### src/rtl/two_by_two.sv
// two_by_two: sequential 2x2 unsigned 8-bit matrix multiplier, one element per clock.
// Define TWO_BY_TWO_SAT_EN to saturate overflowing elements to 8'hFF instead of wrapping.
module two_by_two (
  input  logic        clk,
  input  logic        rst,
  input  logic [31:0] data1,
  input  logic [31:0] data2,
  input  logic        in_valid,
  output logic        in_ready,
  output logic [31:0] out,
  output logic        out_valid,
  output logic        ovf
);

  typedef enum logic [1:0] {IDLE, CALC, DONE} state_t;

  state_t      state, next_state;
  logic [1:0]  idx;
  logic [31:0] opa, opb;
  logic [23:0] res_buf;
  logic [2:0]  ovf_buf;
  logic [7:0]  a1, a2, b1, b2;
  logic [16:0] sum;
  logic [7:0]  elem;
  logic        elem_ovf;
  logic        accept, last;

  assign accept = in_ready && in_valid;
  assign last   = (state == CALC) && (idx == 2'd3);

  // idx[1] picks the row of A, idx[0] the column of B: 0=c11, 1=c12, 2=c21, 3=c22
  always_comb begin
    a1 = idx[1] ? opa[15:8]  : opa[31:24];
    a2 = idx[1] ? opa[7:0]   : opa[23:16];
    b1 = idx[0] ? opb[23:16] : opb[31:24];
    b2 = idx[0] ? opb[7:0]   : opb[15:8];
  end

  assign sum      = ({9'd0, a1} * {9'd0, b1}) + ({9'd0, a2} * {9'd0, b2});
  assign elem_ovf = |sum[16:8];

`ifdef TWO_BY_TWO_SAT_EN
  assign elem = elem_ovf ? 8'hFF : sum[7:0];
`else
  assign elem = sum[7:0];
`endif

  always_ff @(posedge clk) begin
    if (rst) state <= IDLE;
    else     state <= next_state;
  end

  always_comb begin
    next_state = state;
    in_ready   = 1'b0;
    case (state)
      IDLE: begin
        in_ready = 1'b1;
        if (in_valid) next_state = CALC;
      end
      CALC:    if (idx == 2'd3) next_state = DONE;
      DONE:    next_state = IDLE;
      default: next_state = IDLE;
    endcase
  end

  // The final element bypasses the buffer so out and ovf update together on the last CALC edge
  always_ff @(posedge clk) begin
    if (rst) begin
      idx       <= 2'd0;
      opa       <= 32'd0;
      opb       <= 32'd0;
      res_buf   <= 24'd0;
      ovf_buf   <= 3'd0;
      out       <= 32'd0;
      out_valid <= 1'b0;
      ovf       <= 1'b0;
    end else begin
      out_valid <= last;
      if (accept) begin
        opa <= data1;
        opb <= data2;
        idx <= 2'd0;
      end else if (state == CALC) begin
        idx <= idx + 2'd1;
        case (idx)
          2'd0: begin res_buf[23:16] <= elem; ovf_buf[2] <= elem_ovf; end
          2'd1: begin res_buf[15:8]  <= elem; ovf_buf[1] <= elem_ovf; end
          2'd2: begin res_buf[7:0]   <= elem; ovf_buf[0] <= elem_ovf; end
          default: begin
            out <= {res_buf, elem};
            ovf <= (|ovf_buf) | elem_ovf;
          end
        endcase
      end
    end
  end

endmodule

### config.mk
export PLATFORM = sky130hd
export DESIGN_NAME = two_by_two
export DESIGN_NICKNAME = d
export VERILOG_FILES = /design/src/rtl/two_by_two.sv
export SDC_FILE = /design/constraint.sdc
export NUM_CORES = 1
export LEC_CHECK = 0
export BUFFER_PORTS_ARGS = -buffer_cell sky130_fd_sc_hd__buf_4
export CORE_AREA = 2 2 123 125
export CTS_CLUSTER_SIZE = 30
export DETAILED_ROUTE_END_ITERATION = 10
export DIE_AREA = 0 0 125 127
export PLACE_DENSITY_LB_ADDON = 0.12
export RECOVER_POWER = 50
export SETUP_SLACK_MARGIN = 0.1
export SLEW_MARGIN = 20
export SYNTH_ARGS = -nofsm -noshare
export SYNTH_HDL_FRONTEND = slang
export SYNTH_SLANG_ARGS = --single-unit
### constraint.sdc
create_clock -name clk -period 18.45 [get_ports clk]
set_input_delay 2.7675 -clock clk [delete_from_list [all_inputs] [get_ports clk]]
set_output_delay 2.7675 -clock clk [all_outputs]
set_load 0.01 [all_outputs]
==> results_dict.tcl <==
set metrics [dict create \
    outcome "complete, but fails checks" \
    violations "max-capacitance violations, max-slew violations" \
    powerDensity_nw_per_um2 71.3 \
    postLayoutCoreUtil_pct 73.5 \
    antenna_cells 0 \
    r2r_start "idx[1]" \
    port_buffers 101 \
    antenna_found_initial 0 \
    rows 44 \
    seqCellArea_um2 2580 \
    cp_slowest_cell "clkbuf_1" \
    crit_chain "clkbuf_1 -> clkbuf_1 -> o21bai_1 -> a31oi_1" \
    insertion_delay_ns 0.42 \
    area_delta_synth_final_pct 14.2 \
    fin_tns_setup_ns 0 \
    route.detailed.drc 0 \
    final_cell_mix "nand2_1 (291), dfxtp_1 (129), a21oi_1 (128)" \
    internal_power_uw 540 \
    pwr-share-comb_pct 15.7 \
    slew_viol_final 176 \
    rsz0062_at_grt "false" \
    vias 7575 \
    fin_crit_sh_pct 37.8 \
    drive_gt1_share_pct 11.7 \
    cpMostUsedCell "clkbuf_1" \
    overflow 0 \
    yosysSeqAreaShare_pct 27.8 \
    fmax_mhz 143 \
    fin_ws_ns 11.47 \
    wirelength_mm 22.5 \
    critPathCaptureType "register" \
    p_leak_uw 0.00437 \
    final_antenna_net_count 0 \
    cts_root_buf "clkbuf_16" \
    min_period_ns 6.98 \
    first_global_vias 7330 \
    arrival_ns 7.26 \
    maxSlewHeadroom_pct -208 \
    synth_area_leaders "dfxtp_1 (28%), fa_1 (21%), nand2_1 (12%)" \
    finalNetCount 1414 \
    cts_tree "done" \
    synth_top_area_share_pct 27.8 \
    yosysWarnings 0 \
    layout_commonest_cell "nand2_1" \
    die_h_um 127 \
    fill_cells 1119 \
    cts_resized 0 \
    clkTransAtPathRegs_ns 0.06 \
    synth-seq-cells 129 \
    wire_per_inst_um 16.3 \
    drt_iter0_drc 485 \
    syn_area_um2 9280 \
    vias_per_cell 5.50 \
    gp_congestion 0.947 \
    hold_path.class "reg2reg" \
    grt_pass1_wl_mm 36.3 \
    cpPeakStageDelay_ns 3.30 \
    firstDrtPassIters 5 \
    hold_violations 0 \
    maxCapViolations 2 \
    worst_slew_pin_slew_ns 4.62 \
    start_util_pct 64.4 \
    boundaryPins 102 \
    syn_area_per_cell_um2 8.43 \
    cts_sinks 129 \
    synthFlopType "dfxtp_1" \
    async_flop_share_pct 0 \
    cts_buffers 17 \
    syn_inst 1101 \
    vdd_drop_max_mv 0.0767 \
    dp_slack_ns 11.70 \
    crit_path_start "rst" \
    path_max_fanout 110 \
    die_w_um 125 \
    hpwl_mm 17.1 \
    ys_types 43 \
    p_clk_share_pct 45.1 \
    yosys.area.top_type "dfxtp_1" \
    critPathKind "in2reg" \
    cts_max_level 4 \
    switching_share_pct 28.6 \
    seqPwrFrac_pct 39.2 \
    holdBufCountCts 0 \
    grt_util_all_layers_pct 28.9 \
    cts_setup_buffers 0 \
    synth_edf_count 0 \
    critPathRequiredTime_ns 18.73 \
    coreArea_um2 14400 \
    die_area_um2 15900 \
    finalSetupViolCount 0 \
    grt_max_degree 111 \
    min-delay-start "out[28]" \
    multi_input_area_um2 6080 \
    skew_ns 0.00755 \
    syn_nets 1335 \
    startpoint_type "primary input" \
    switching_power_uw 216 \
    cts_max_path_buffers 2 \
]
==> power by group through the flow <==
stage                     Sequential (µW)  Combinational (µW)  Clock, µW
after floorplan                       299                81.9          0
after global placement                301                 114          0
after detailed placement              302                 116          0
after CTS                             296                 117        344
after global routing                  297                 132        356
final                                 296                 119        341
==> synthesized netlist by cell type, drive strengths merged (7+ instances only) <==
library cell,count
a21oi,128
a31oi,7
and2,16
clkbuf,40
dfxtp,129
fa,97
ha,70
inv,122
mux2,28
mux2i,29
nand2,292
nor2,71
o21ai,8
==> logic make-up after synthesis <==
| group | Yosys count | synth area share [%] |
|---|---|---|
| buffers and inverters | 167 | 6.78 |
| AO/OA/AOI/OAI | 170 | 10.4 |
| multiplexers | 57 | 6.52 |
| flip-flops | 129 | 27.8 |
| adder cells (fa/ha/maj) | 167 | 30.4 |
| XOR/XNOR | 6 | 0.566 |
| AND/OR/NAND/NOR | 405 | 17.6 |
==> metrics by stage <==
| stage | hold WS, ns | instance area, µm² | power [µW] | std cells |
|---|---|---|---|---|
| final | 0.452 | 10600 | 756 | 1377 |
| after CTS | 0.453 | 10700 | 757 | 1377 |
| after detailed placement | 0.446 | 10100 | 418 | 1345 |
| after global placement | 0.438 | 10100 | 416 | 1345 |
| after global routing | 0.468 | 10600 | 786 | 1377 |
| after floorplan | 0.432 | 9280 | 381 | 1101 |
==> final timing paths <==
path | to | slack, ns | cells after the start
max | ovf_buf[0] | 11.47 | 4
min | out[28] | 0.45 | 2
max reg2reg | ovf_buf[1] | 11.62 | 19
min reg2reg | out[28] | 0.45 | 2
==> state kept, by name, summed over array words and instances (netlist names) <==
signal     count
idx            2
opa           32
opb           32
out           32
out_valid      1
ovf            1
ovf_buf        3
res_buf       24
state          2
==> metal layers <==
layer	up-vias	global-route usage [%]	routed length [µm]	share of wire, %
li1	3670	-	-	-
met1	3613	34.7	8880	39
met2	240	51.6	11600	51
met3	52	5.40	1250	5.6
met4	0	12.0	795	3.5
met5	-	0	0	0
==> cell type report <==
type | instances | area share [%]
Timing Repair Buffer | 105 | 6.13
Clock inverter | 15 | 1.64
Multi-Input combinational cell | 805 | 57.4
Clock buffer | 17 | 4.01
Sequential cell | 129 | 24.4
Inverter | 122 | 4.32
Tap cell | 184 | 2.17
==> critical path, delay by kind of cell <==
family,cells,cell delay (ns)
AOI/OAI and AO/OA,2,0.47
buffers and inverters,2,3.97
Power figures use the tool's default switching activity.
